$ cat src/rtl/ov7670_stream_gen.sv
// ov7670_stream_gen
// Produces an OV7670-style RGB444 byte stream: vsync, href and one byte per
// clock on d. Each frame runs vsync, vertical back porch, IMG_H active lines
// and vertical front porch. Each active line is 2*IMG_W bytes with href high,
// followed by HBLANK clocks with href low. Every pixel is sent as two bytes:
// {4'h0, R} first, then {G, B}.
//
// Optional build macro: OV7670_STREAM_GEN_PATTERN_EN
//   When defined, an internal pattern generator is built. pattern_sel selects
//   the pixel source: 00 external, 01 colour bars, 10 ramp, 11 solid_rgb.
//   When undefined, pattern_sel and solid_rgb are ignored and every pixel
//   comes from pixel_in.
//
// Ports:
//   clk          single clock, one output byte per cycle
//   rst_n        asynchronous active-low reset
//   enable       run frames while high; it is sampled at frame boundaries
//   pattern_sel  pixel source select, latched on VSYNC entry
//   solid_rgb    RGB444 colour for the solid pattern, latched on VSYNC entry
//   pixel_in     external RGB444 pixel, sampled at the end of a pixel_req cycle
//   pixel_req    one-cycle strobe, one cycle before each pixel's first byte
//   vsync        frame sync, active high
//   href         high while active bytes are on d
//   d            pixel byte stream, 8'h00 while href is low
//   frame_done   one-cycle pulse in the last front-porch cycle
module ov7670_stream_gen #(
  parameter int IMG_W       = 640,
  parameter int IMG_H       = 480,
  parameter int HBLANK      = 144,
  parameter int VSYNC_LINES = 3,
  parameter int VBP_LINES   = 17,
  parameter int VFP_LINES   = 10
) (
  input  logic        clk,
  input  logic        rst_n,
  input  logic        enable,
  input  logic [1:0]  pattern_sel,
  input  logic [11:0] solid_rgb,
  input  logic [11:0] pixel_in,
  output logic        pixel_req,
  output logic        vsync,
  output logic        href,
  output logic [7:0]  d,
  output logic        frame_done
);

  localparam int LINE_LEN  = 2 * IMG_W + HBLANK;
  localparam int XW        = $clog2(LINE_LEN + 1);
  localparam int MAX_LINES = (IMG_H > VBP_LINES)
                             ? ((IMG_H > VFP_LINES) ? ((IMG_H > VSYNC_LINES) ? IMG_H : VSYNC_LINES)
                                                    : ((VFP_LINES > VSYNC_LINES) ? VFP_LINES : VSYNC_LINES))
                             : ((VBP_LINES > VFP_LINES) ? ((VBP_LINES > VSYNC_LINES) ? VBP_LINES : VSYNC_LINES)
                                                        : ((VFP_LINES > VSYNC_LINES) ? VFP_LINES : VSYNC_LINES));
  localparam int LW        = $clog2(MAX_LINES + 1);

  localparam logic [XW-1:0] X_LAST      = XW'(LINE_LEN - 1);
  localparam logic [XW-1:0] ACT_BYTES   = XW'(2 * IMG_W);
  localparam logic [XW-1:0] LAST_REQ_X  = XW'(2 * IMG_W - 1);
  localparam logic [LW-1:0] VS_LAST     = LW'(VSYNC_LINES - 1);
  localparam logic [LW-1:0] VBP_LAST    = LW'(VBP_LINES - 1);
  localparam logic [LW-1:0] ACT_LAST    = LW'(IMG_H - 1);
  localparam logic [LW-1:0] VFP_LAST    = LW'(VFP_LINES - 1);

  typedef enum logic [2:0] {
    ST_IDLE,
    ST_VSYNC,
    ST_VBP,
    ST_ACTIVE,
    ST_VFP
  } state_t;

  state_t        state, nxt_state;
  logic [XW-1:0] x_cnt, nxt_x;
  logic [LW-1:0] line_cnt, nxt_line;
  logic [LW-1:0] phase_last;
  logic          line_end, phase_end;
  logic          nxt_href, nxt_req, nxt_done;
  logic [7:0]    lo_byte;
  logic [11:0]   pix_col;

  // Next-cycle state and counters. Every non-idle phase is a whole number of
  // line periods, so one x counter and one line counter time all of them.
  // The output registers below are loaded from these next-cycle values, which
  // keeps every output registered yet aligned with the state it belongs to.
  always_comb begin
    nxt_state = state;
    nxt_x     = x_cnt;
    nxt_line  = line_cnt;
    case (state)
      ST_VSYNC:  phase_last = VS_LAST;
      ST_VBP:    phase_last = VBP_LAST;
      ST_ACTIVE: phase_last = ACT_LAST;
      ST_VFP:    phase_last = VFP_LAST;
      default:   phase_last = '0;
    endcase
    line_end  = (x_cnt == X_LAST);
    phase_end = line_end && (line_cnt == phase_last);

    if (state != ST_IDLE) begin
      nxt_x = line_end ? '0 : x_cnt + 1'b1;
      if (phase_end)     nxt_line = '0;
      else if (line_end) nxt_line = line_cnt + 1'b1;
    end

    case (state)
      ST_IDLE:   if (enable)    nxt_state = ST_VSYNC;
      ST_VSYNC:  if (phase_end) nxt_state = ST_VBP;
      ST_VBP:    if (phase_end) nxt_state = ST_ACTIVE;
      ST_ACTIVE: if (phase_end) nxt_state = ST_VFP;
      ST_VFP:    if (phase_end) nxt_state = enable ? ST_VSYNC : ST_IDLE;
      default:   nxt_state = ST_IDLE;
    endcase

    nxt_href = (nxt_state == ST_ACTIVE) && (nxt_x < ACT_BYTES);
    // The request precedes every first byte: inside a line it lands on the
    // previous pixel's second byte; for pixel 0 it is the last cycle of the
    // preceding line, or of the back porch for the first line.
    nxt_req  = ((nxt_state == ST_ACTIVE) && nxt_x[0] && (nxt_x < LAST_REQ_X))
            || ((nxt_x == X_LAST) && (((nxt_state == ST_ACTIVE) && (nxt_line != ACT_LAST))
                                   || ((nxt_state == ST_VBP) && (nxt_line == VBP_LAST))));
    nxt_done = (nxt_state == ST_VFP) && (nxt_x == X_LAST) && (nxt_line == VFP_LAST);
  end

`ifdef OV7670_STREAM_GEN_PATTERN_EN
  logic [1:0]  pat_q;
  logic [11:0] solid_q;
  logic [15:0] px;
  logic [2:0]  bar_idx;

  // Pixel colour for the column about to be sent; px is the column of the
  // next cycle's byte pair.
  always_comb begin
    px      = 16'(nxt_x >> 1);
    bar_idx = 3'((32'(px) * 32'd8) / 32'(IMG_W));
    case (pat_q)
      2'b01: begin
        case (bar_idx)
          3'd0:    pix_col = 12'hFFF;
          3'd1:    pix_col = 12'hFF0;
          3'd2:    pix_col = 12'h0FF;
          3'd3:    pix_col = 12'h0F0;
          3'd4:    pix_col = 12'hF0F;
          3'd5:    pix_col = 12'hF00;
          3'd6:    pix_col = 12'h00F;
          default: pix_col = 12'h000;
        endcase
      end
      2'b10:   pix_col = {px[3:0], px[3:0], px[3:0]};
      2'b11:   pix_col = solid_q;
      default: pix_col = pixel_in;
    endcase
  end

  // Pattern controls are captured once per frame so a frame never mixes
  // sources even if the inputs move while it is being sent.
  always_ff @(posedge clk or negedge rst_n) begin
    if (!rst_n) begin
      pat_q   <= 2'b00;
      solid_q <= 12'h000;
    end else if ((state != ST_VSYNC) && (nxt_state == ST_VSYNC)) begin
      pat_q   <= pattern_sel;
      solid_q <= solid_rgb;
    end
  end
`else
  logic unused_pattern_inputs;
  assign unused_pattern_inputs = ^{pattern_sel, solid_rgb};
  assign pix_col = pixel_in;
`endif

  // Single FSM register: state, counters and all registered outputs.
  // The low byte is held from the first-byte edge because pixel_in is only
  // guaranteed valid at the edge that ends the request cycle.
  always_ff @(posedge clk or negedge rst_n) begin
    if (!rst_n) begin
      state      <= ST_IDLE;
      x_cnt      <= '0;
      line_cnt   <= '0;
      vsync      <= 1'b0;
      href       <= 1'b0;
      d          <= 8'h00;
      pixel_req  <= 1'b0;
      frame_done <= 1'b0;
      lo_byte    <= 8'h00;
    end else begin
      state      <= nxt_state;
      x_cnt      <= nxt_x;
      line_cnt   <= nxt_line;
      vsync      <= (nxt_state == ST_VSYNC);
      href       <= nxt_href;
      pixel_req  <= nxt_req;
      frame_done <= nxt_done;
      if (nxt_href) begin
        if (!nxt_x[0]) begin
          d       <= {4'h0, pix_col[11:8]};
          lo_byte <= pix_col[7:0];
        end else begin
          d       <= lo_byte;
        end
      end else begin
        d <= 8'h00;
      end
    end
  end

endmodule

$ cat config.mk
export PLATFORM = sky130hd
export DESIGN_NAME = ov7670_stream_gen
export DESIGN_NICKNAME = d
export VERILOG_FILES = /design/src/rtl/ov7670_stream_gen.sv
export SDC_FILE = /design/constraint.sdc
export NUM_CORES = 1
export LEC_CHECK = 0
export CORE_MARGIN = 2
export CORE_UTILIZATION = 45
export DETAILED_ROUTE_END_ITERATION = 8
export PLACE_DENSITY = 0.69
export REMOVE_ABC_BUFFERS = 1
export SLEW_MARGIN = 25
export SYNTH_ARGS = -nofsm -noshare
export SYNTH_HDL_FRONTEND = slang
export SYNTH_SLANG_ARGS = --single-unit
$ cat constraint.sdc
create_clock -name clk -period 8 [get_ports clk]
set_input_delay 0.8 -clock clk [delete_from_list [all_inputs] [get_ports clk]]
set_output_delay 0.8 -clock clk [all_outputs]
set_load 0.02 [all_outputs]
== Word-level counts from Yosys, hierarchy flattened ==
Index checks and enable logic that the tools add are counted.
W data, S select, Z words.

* Register bits after elaboration: 43
* Bits in latches: 0
* Bits in writable memories: 0
* Bits in read-only memories: 0
* Bits of input ports: 29
* Output and inout port bits: 12
* Word-level logic and storage cells: 57
* Memories kept: 0

* $add $sub $neg: 2
* Multipliers: 0
* Divide/modulo/power cells: 0
* Order comparisons: 2
* Eq/ne operators: 14
* Shift-type cells: 0
* Multiplexer cells: 15
* Bitwise operators: 1
* Reduce and logical (&&, ||, !) cells: 14

{| class="wikitable"
|+ Operators by type and width
! operator !! number
|-
| $pmux W9 S4 || 1
|-
| $mux W9 || 3
|-
| $eq A11 B11 Y1 const B || 2
|-
| $lt A11 B11 Y1 const B || 2
|-
| $mux W11 || 2
|-
| $mux W8 || 2
|-
| $mux W3 || 5
|-
| $pmux W3 S5 || 1
|-
| $eq A3 B2 Y1 const B || 4
|-
| $add A11 B1 Y11 const B || 1
|-
| $add A9 B1 Y9 const B || 1
|-
| $eq A9 B4 Y1 const B || 1
|-
| $eq A9 B5 Y1 const B || 1
|-
| $eq A9 B9 Y1 || 1
|-
| $logic_and A1 B1 Y1 || 9
|-
| $ne A9 B9 Y1 const B || 1
|-
| $eq A3 B1 Y1 const B || 2
|-
| $eq A3 B3 Y1 const B || 2
|-
| $logic_not A3 Y1 || 1
|-
| $reduce_bool A3 Y1 || 1
|-
| $logic_or A1 B1 Y1 || 2
|-
| $reduce_and A2 Y1 || 1
|-
| $mux W1 || 1
|-
| $not A1 Y1 || 1
|}

== Depth between registers and ports, before layout ==
* Depth in word-level cells: 11
* Mapped depth: 10
* Depth with buffers taken out: 10

== Least setup slack after synthesis ==
Ideal clock, no wire load.

* Path kind: reg-to-reg
* Start: register x_cnt[4]
* End: register lo_byte[0]
* Setup time: 125 ps
* Arrival time: 2694 ps
* Required time: 7875 ps
* Setup slack: 5181 ps
* Cell stages (with the launch flop): 8
* Path buffers: 1
* Period minus slack after synthesis: 2819 ps
* Cell sequence: dfrtp_1 > or3b_4 > or3_1 > or4_1 > and2_1 > or4_1 > buf_6 > mux2_4

* Cells in the longest elaborated chain, start to end: 7
* Elaborated cells between the ends (all ways): 15
* Those cells by class: 1 x add/sub; 1 x order compare; 2 x eq/ne; 7 x mux; 1 x bitwise; 3 x reduce/logical

{| class="wikitable"
|+ RTL lines
! what !! RTL line !! text
|-
| from (decl) || 73 || <nowiki>logic [XW-1:0] x_cnt, nxt_x;</nowiki>
|-
| from (signal assigned) || 187 || <nowiki>x_cnt <= nxt_x;</nowiki>
|-
| parallel branches: the longest is 6 deep, another holds $add A11 B1 Y11 || n/a ||
|-
| $reduce_and A2 Y1 (no line) * || n/a ||
|-
| to (signal assigned) || 196 || <nowiki>lo_byte <= pix_col[7:0];</nowiki>
|-
| to (decl) || 78 || <nowiki>logic [7:0] lo_byte;</nowiki>
|}

Mark *: on every way between the ends.
A chain may end at the register's enable or synchronous reset.

== Worst setup path in the final report ==
* Start: register state[1]
* End: register lo_byte[4]

* Cells in the longest elaborated chain, start to end: 9
* Elaborated cells between the ends (all ways): 21
* Those cells by class: 1 x order compare; 6 x eq/ne; 8 x mux; 1 x bitwise; 5 x reduce/logical

{| class="wikitable"
|+ RTL lines
! what !! RTL line !! text
|-
| from (decl) || 72 || <nowiki>state_t state, nxt_state;</nowiki>
|-
| from (signal assigned) || 186 || <nowiki>state <= nxt_state;</nowiki>
|-
| $eq A3 B3 Y1, or another cell as far along || 89, 105 ||
|-
| $pmux W9 S4 || 89 || <nowiki>case (state)</nowiki>
|-
| $eq A9 B9 Y1 || 97 || <nowiki>phase_end = line_end && (line_cnt == phase_last);</nowiki>
|-
| $logic_and A1 B1 Y1 || 97 ||
|-
| $mux W3 (on tied branches) || n/a ||
|-
| $pmux W3 S5 || 105 || <nowiki>case (state)</nowiki>
|-
| $eq A3 B2 Y1 || 114 || <nowiki>nxt_href = (nxt_state == ST_ACTIVE) && (nxt_x < ACT_BYTES);</nowiki>
|-
| $logic_and A1 B1 Y1 || 114 ||
|-
| $reduce_and A2 Y1 (no line) * || n/a ||
|}

Every way passes the cells marked *; elsewhere a longest branch is shown, timed or not.

==> flow_results.org <==
** Timing
- Fin Setup TNS :: 0 ns
- Transition time at the pin with the least slew margin :: 0.713 ns
- Unrepaired setup endpoints after global routing :: no
- Total of endpoints with negative setup slack in the final report :: 0
- Across the routed clock network, the largest skew measured is 0.0111 ns.
- The number of hold violations in the final report came to 0.
- Max Clock Freq :: 303 MHz
- Period utilisation layout :: 41.2%
- Max_slew headroom :: 52.2%
- The final max-slew violation count is 0.
- The worst path in the final design needs a cycle of 3.30 ns, including I/O delays and setup.

** Drt
- DR WL met2 :: 2340 um
- After detailed routing, the wire length on met1 is 2550 um.
- Count of unresolved DRC violations after routing :: 0
- Met3 Routed Length :: 171 um
- Via density :: 5.67
- Top layer reached by signal wires :: met4
- First-iteration detailed-routing DRC count :: 183
- Via total after detailed routing :: 1969
- After detailed routing, the total wire length is 5230 um.
- In the final routed layout, each cell accounts on average for 15.1 um.
- The first TritonRoute pass finished after 4 iterations.
- Once detail routing completed, the nets flagged for antenna violations numbered 0.

** Final layout
- The library cell used most frequently in the layout, excluding fill and tap cells, is sky130_fd_sc_hd__dfrtp_1.
- FF+latch area :: 0.00108 mm2
- Final nets :: 307
- Antenna Diode Count :: 0
- Commonest cells after routing, fill and taps aside :: sky130_fd_sc_hd__dfrtp_1, sky130_fd_sc_hd__nor2_1, sky130_fd_sc_hd__clkdlybuf4s50_1, sky130_fd_sc_hd__nand2_1, sky130_fd_sc_hd__nand3_1
- Relative to the synthesized area, the layout overhead comes to 17.0%.
- Cells with a size suffix above 1 make up 10.8% of the layout.
- Area taken by multi-input logic gates :: 0.00131 mm2
- The filler cells instantiated in the layout total 497.
- Post-layout instance count excluding filler cells :: 347

** Critical path
- Cell type group with the largest total delay on the critical path :: simple AND/OR/NAND/NOR gates
- The worst setup path is of the flop to flop kind.
- For the worst setup path, the data required time is 8.19 ns.
- Data arrival time of the critical path :: 3.49 ns
- Cell mode on critical path :: sky130_fd_sc_hd__or4_1
- STA classifies the critical path startpoint as a flop.
- CP Capture Type :: flop
- Crit path max fanout :: 14
- The worst register-to-register path has a setup slack of 4.70 ns.
- Largest stage delay on the critical path :: 0.67 ns
- Ordered cell list for the critical path :: or3b_2, a21oi_1, o211ai_1, or4_1, and2_1, or4_1, mux2_4
- Critical-path top delay cell :: sky130_fd_sc_hd__or4_1
- Count of buffer and inverter cells on the critical path :: 0

** Synth
- Xor-xnor portion of the synthesized cell area :: 4.98%
- Of the post-synthesis cell area, the part taken by muxes is 8.13%.
- Synth Register Bits :: 43
- After synthesis, flip-flops and latches occupy 43.7% of the total area.
- Number of warnings issued by yosys :: 0
- After synthesis, the largest family of logic cells by area is simple AND/OR/NAND/NOR gates.
- Most used flip-flop cell after synthesis :: sky130_fd_sc_hd__dfrtp_1
- Synthesis produced 254 cells.
- Area share of fa/ha/maj cells after synthesis :: 1.02%
- Fraction of synthesis flops using an asynchronous set or reset pin :: 100%
- Simple-gate share of the synthesized area :: 28.7%
- Yosys mapped a number of flops with a built-in enable equal to 0.
- Compound-Gate Fraction of Synth Area :: 10.3%
- Post-synthesis instance area :: 0.00246 mm2
- Each instance of the synthesized netlist takes up on average 9.69 um2.
- Count of unique library cells instantiated by Yosys :: 50

** Global routing
- Pin count of the biggest net entering global routing :: 44
- Overall routing resource usage :: 18.9%
- Number of antenna violations at the first check in global routing :: 0
- The first global-routing pass estimated 9000 um of wire.
- Congestion Overflow GR :: 0
- The via count of the first global-routing pass is 1868.

** Clock network
- Number of buffers created by CTS :: 5
- In this run the deepest clock path goes through 2 buffers.
- CTS HTree Levels :: 2
- Clock-pin slew was measured on the worst setup and hold paths at 0.09 ns.
- Post-CTS sizing :: 0
- Latest clock arrival within the worst-skew pair :: 0.30 ns
- The cell sitting at the root of the clock tree is a sky130_fd_sc_hd__clkbuf_8.
- Hold repair after CTS inserted 0 buffers.
- CTS saw 43 sinks.
- TritonCTS built the clock tree.
- Post-CTS setup repair buffer count :: 0

** Power
- Dividing total power by cell area gives a power density of 141 mW/mm2.
- Largest vdd supply drop :: 98.8 uV
- The analysis attributes to cell leakage a power of 0.00117 uW.

** Floorplanning
- Die Area :: 0.00608 mm2
- Number of ports placed on the die boundary :: 41
- The die is 78.0 um tall.
- Row Count :: 26
- Initial core utilization :: 47.3%
- Area of the placeable core :: 0.00520 mm2
- The die is 78.0 um wide.

** Worst hold path
- In this run the worst hold path is classified as input port to async pin.

** Job
- Max-cap violations in this run came to 0.

** Placement
- Buffers placed on the I/O ports in this run total 26.
- At the end of routability-driven placement, the weighted congestion stood at 0.836.
- Placed insts :: 339
- After legalization and detailed placement, the total HPWL measured 3700 um.

** Outcome
- The flow ran to the end, and the final reports show no timing, DRC or antenna violations.
## logic make-up (layout without fill, tap and decap cells)
logic type | Yosys count | in the layout
and+or+nand+nor | 127 | 127
DFF | 43 | 43
AOI/OAI and AO/OA | 34 | 34
buffers and inverters | 18 | 41
muxes | 16 | 16
xor gates and xnor gates | 14 | 14
adders and majority gates | 2 | 2
## metal layers
layer / vias to the layer above / global-route usage (%)
met5: - / 0
met4: 0 / 9.12
met3: 9 / 3.14
met2: 44 / 28.0
met1: 945 / 26.8
li1: 971 / -
## cells in the mapped netlist (5+ instances only)
master                     instances  area (um2)
sky130_fd_sc_hd__nand4_1           6        37.5
sky130_fd_sc_hd__a21oi_1           5        25.0
sky130_fd_sc_hd__or3_1             6        37.5
sky130_fd_sc_hd__nand2_1          19        71.3
sky130_fd_sc_hd__clkbuf_1          9        33.8
sky130_fd_sc_hd__xnor2_1           7        61.3
sky130_fd_sc_hd__inv_1             5        18.8
sky130_fd_sc_hd__nor2b_1           5        31.3
sky130_fd_sc_hd__xor2_1            7        61.3
sky130_fd_sc_hd__dfrtp_1          43        1080
sky130_fd_sc_hd__mux2i_1           8        80.1
sky130_fd_sc_hd__mux2_4            8         120
sky130_fd_sc_hd__nor4_1            5        31.3
sky130_fd_sc_hd__and3_1           12        75.1
sky130_fd_sc_hd__nand2b_1          5        31.3
sky130_fd_sc_hd__nor2_1           28         105
sky130_fd_sc_hd__nand3_1          14        70.1
## registers in the layout (all words and copies together) (netlist names)
register	count
frame_done	1
vsync	1
d	8
pixel_req	1
href	1
x_cnt	11
line_cnt	9
lo_byte	8
state	3
## path summary, 6_finish.rpt
kind                                 start           to  cells past startpoint
worst max-delay path              state[1]   lo_byte[4]                      7
worst min-delay path                 rst_n   lo_byte[6]                      1
worst max register to register    state[1]   lo_byte[4]                      7
worst min register to register  lo_byte[6]   lo_byte[6]                      1
max in group asynchronous            rst_n  line_cnt[5]                      1
min in group clk                lo_byte[6]   lo_byte[6]                      1
## layout make-up
class,count,share of cell area (%)
Timing Repair Buffer,28,9.47
Multi-Input combinational cell,193,45.6
Sequential cell,43,37.3
Clock inverter,3,1.52
Tap cell,70,3.04
Inverter,5,0.651
Clock buffer,5,2.39
## report_power, final
part | internal (uW) | total [uW] | switching (uW)
Sequential | 219 | 220 | 1.11
Combinational | 8.84 | 14.5 | 5.67
Clock | 93.0 | 171 | 78.0
## per-stage QoR
step	power, uW	util (%)	setup WS, ns	area, um2	hold slack [ns]
5_1_grt	420	55.4	4.54	2880	0.521
2_1_floorplan	228	-	4.47	2400	0.473
6_report	406	55.4	4.70	2880	0.469
3_3_place_gp	239	53.1	4.74	2770	0.480
4_1_cts	410	55.3	4.71	2880	0.513
3_5_place_dp	240	53.1	4.74	2770	0.489
(Power assumes the default switching activity.)
==> RTL change: new RTL, same settings <==
Encoding of `state_t`: now one-hot (5 bits for 5 states).
--- a/src/rtl/ov7670_stream_gen.sv
+++ b/src/rtl/ov7670_stream_gen.sv
@@ -63,8 +63,8 @@
 
-  typedef enum logic [2:0] {
-    ST_IDLE,
-    ST_VSYNC,
-    ST_VBP,
-    ST_ACTIVE,
-    ST_VFP
+  typedef enum logic [4:0] {
+    ST_IDLE   = 5'b00001,
+    ST_VSYNC  = 5'b00010,
+    ST_VBP    = 5'b00100,
+    ST_ACTIVE = 5'b01000,
+    ST_VFP    = 5'b10000
   } state_t;
Formal check against the unedited RTL: same outputs for any inputs over 10 cycles, from zero or initial values and one cycle with rst_n low; not proved beyond that.
==> RTL change against the unedited design <==
- final area rose by 7.8%
- routed wire length rose by 17%
- maximum frequency fell by 8.3%
- synthesized area rose by 11%
- setup slack got worse by 0.30 ns
- hold slack improved by 0.010 ns
- critical path depth fell by 1
- sequential cell count rose by 2
- final cell count rose by 10%
- critical path type unchanged
- largest cell class unchanged
- highest routed layer unchanged
Power is not compared: it rests on default switching activity, and its combinational part moved more than twofold at a synthesized area within 25%.
==> RTL change: results (changes against the unedited design) <==
[synthesis]
synth_top_cells_by_count=dfrtp_1, nor2_1, nand2_1  ; unchanged
seq_area_frac_synth_pct=41.18  ; was 43.70%
netlist_top_cells_area=dfrtp_1, mux2_4, nor2_1, nand2_1, o21ai_0  ; was dfrtp_1, mux2_4, nor2_1, mux2i_1, and3_1

[critical_path]
crit_path_top_delay_cell=or3_1  ; was or4_1
crit_path_end=lo_byte[7]$_DFFE_PN0P_  ; was lo_byte[4]$_DFFE_PN0P_
path_max_fanout=15  ; was 14
worstSetupStartpoint=x_cnt[5]$_DFF_PN0_  ; was state[1]$_DFF_PN0_
worst_ep_arrival_time_ns=3.78  ; was 3.49 ns
crit_path_max_incr_delay_ns=0.62  ; was 0.67 ns
reg2reg_depth=6  ; was 7

[timing]
fin_skew_ns=0.007231  ; was 0.01112 ns
worst_hold_slack_ns=0.4796  ; was 0.4693 ns
worstMarginPinSlew_ns=0.8932  ; was 0.7131 ns

[placed_design]
final_weighted_congestion_in_routability_driven_placement=0.8819  ; was 0.8362
post-dp-hpwl_um=4352  ; was 3702 um

[final_layout]
final_net_count=338  ; was 307
insertedDiodeCount=0  ; unchanged
layout.filler_cells=548  ; was 497

[grt]
grt_first_pass_wirelength_um=10290  ; was 8997 um
grt_usage_pct=20.00  ; was 18.88%
first_global_vias=2134  ; was 1868
maximum_number_of_pins_on_one_net_before_global_route_repair=46  ; was 44

[routing]
number_of_design_rule_violations_left_by_the_first_detailed_router_iteration=194  ; was 183
via_per_inst=6.055  ; was 5.674
route.detailed.wl_per_inst_um=16.00  ; was 15.06 um
firstDrtPassIters=5  ; was 4

[outcome]
outcome=finished, final reports clean  ; unchanged

-- RTL change: layout make-up --
type / instances / area (sq um) / area share (%)
timing repair buffer: 27 / 265.3 / 8.541
clock buffer: 5 / 68.82 / 2.216
clock inverter: 3 / 21.27 / 0.6849
sequential: 45 / 1127 / 36.30
tap: 75 / 93.84 / 3.022
inverter: 11 / 41.29 / 1.330
multi-input combinational: 217 / 1488 / 47.90
-- RTL change: layer usage --
layer	vias to the layer above	global-route usage (%)	part of all wire, %	routed length (um)
met3	9	4.615	6.9	424
met5	-	0	0	0
li1	1108	-	-	-
met4	0	5.500	1.4	88
met2	98	31.54	47	2864
met1	1104	27.60	45	2752
-- RTL change: cells by family (layout without fill, tap and decap cells) --
family,count (synthesis),after routing,share of synthesized area [%]
simple gates,127,127,26.92
compound gates,60,60,15.22
flops,45,45,41.18
buf+inv,30,46,4.479
mux,15,15,7.130
xor+xnor,13,13,4.159
fa+ha+maj,2,2,0.9139
-- RTL change: through the flow --
stage	std cells	power (W)	area, sq um	util [%]	setup slack [ns]
finish	383	0.0006474	3105	52.76	4.404
floorplan	273	0.0004410	2656	-	4.881
detailed placement	375	0.0005089	3013	51.19	4.384
global route	383	0.0006949	3105	52.76	4.264
global placement	375	0.0005036	3013	51.19	4.417
CTS	383	0.0006550	3103	52.72	4.389
-- RTL change: where the power goes --
group / leakage (nW) / switching [W] / internal (W)
logic: 0.660 / 0.000131 / 0.0000807
registers: 0.591 / 0.0000386 / 0.000255
clock network: 0.0445 / 0.0000807 / 0.0000620
total: 1.30 / 0.000250 / 0.000398
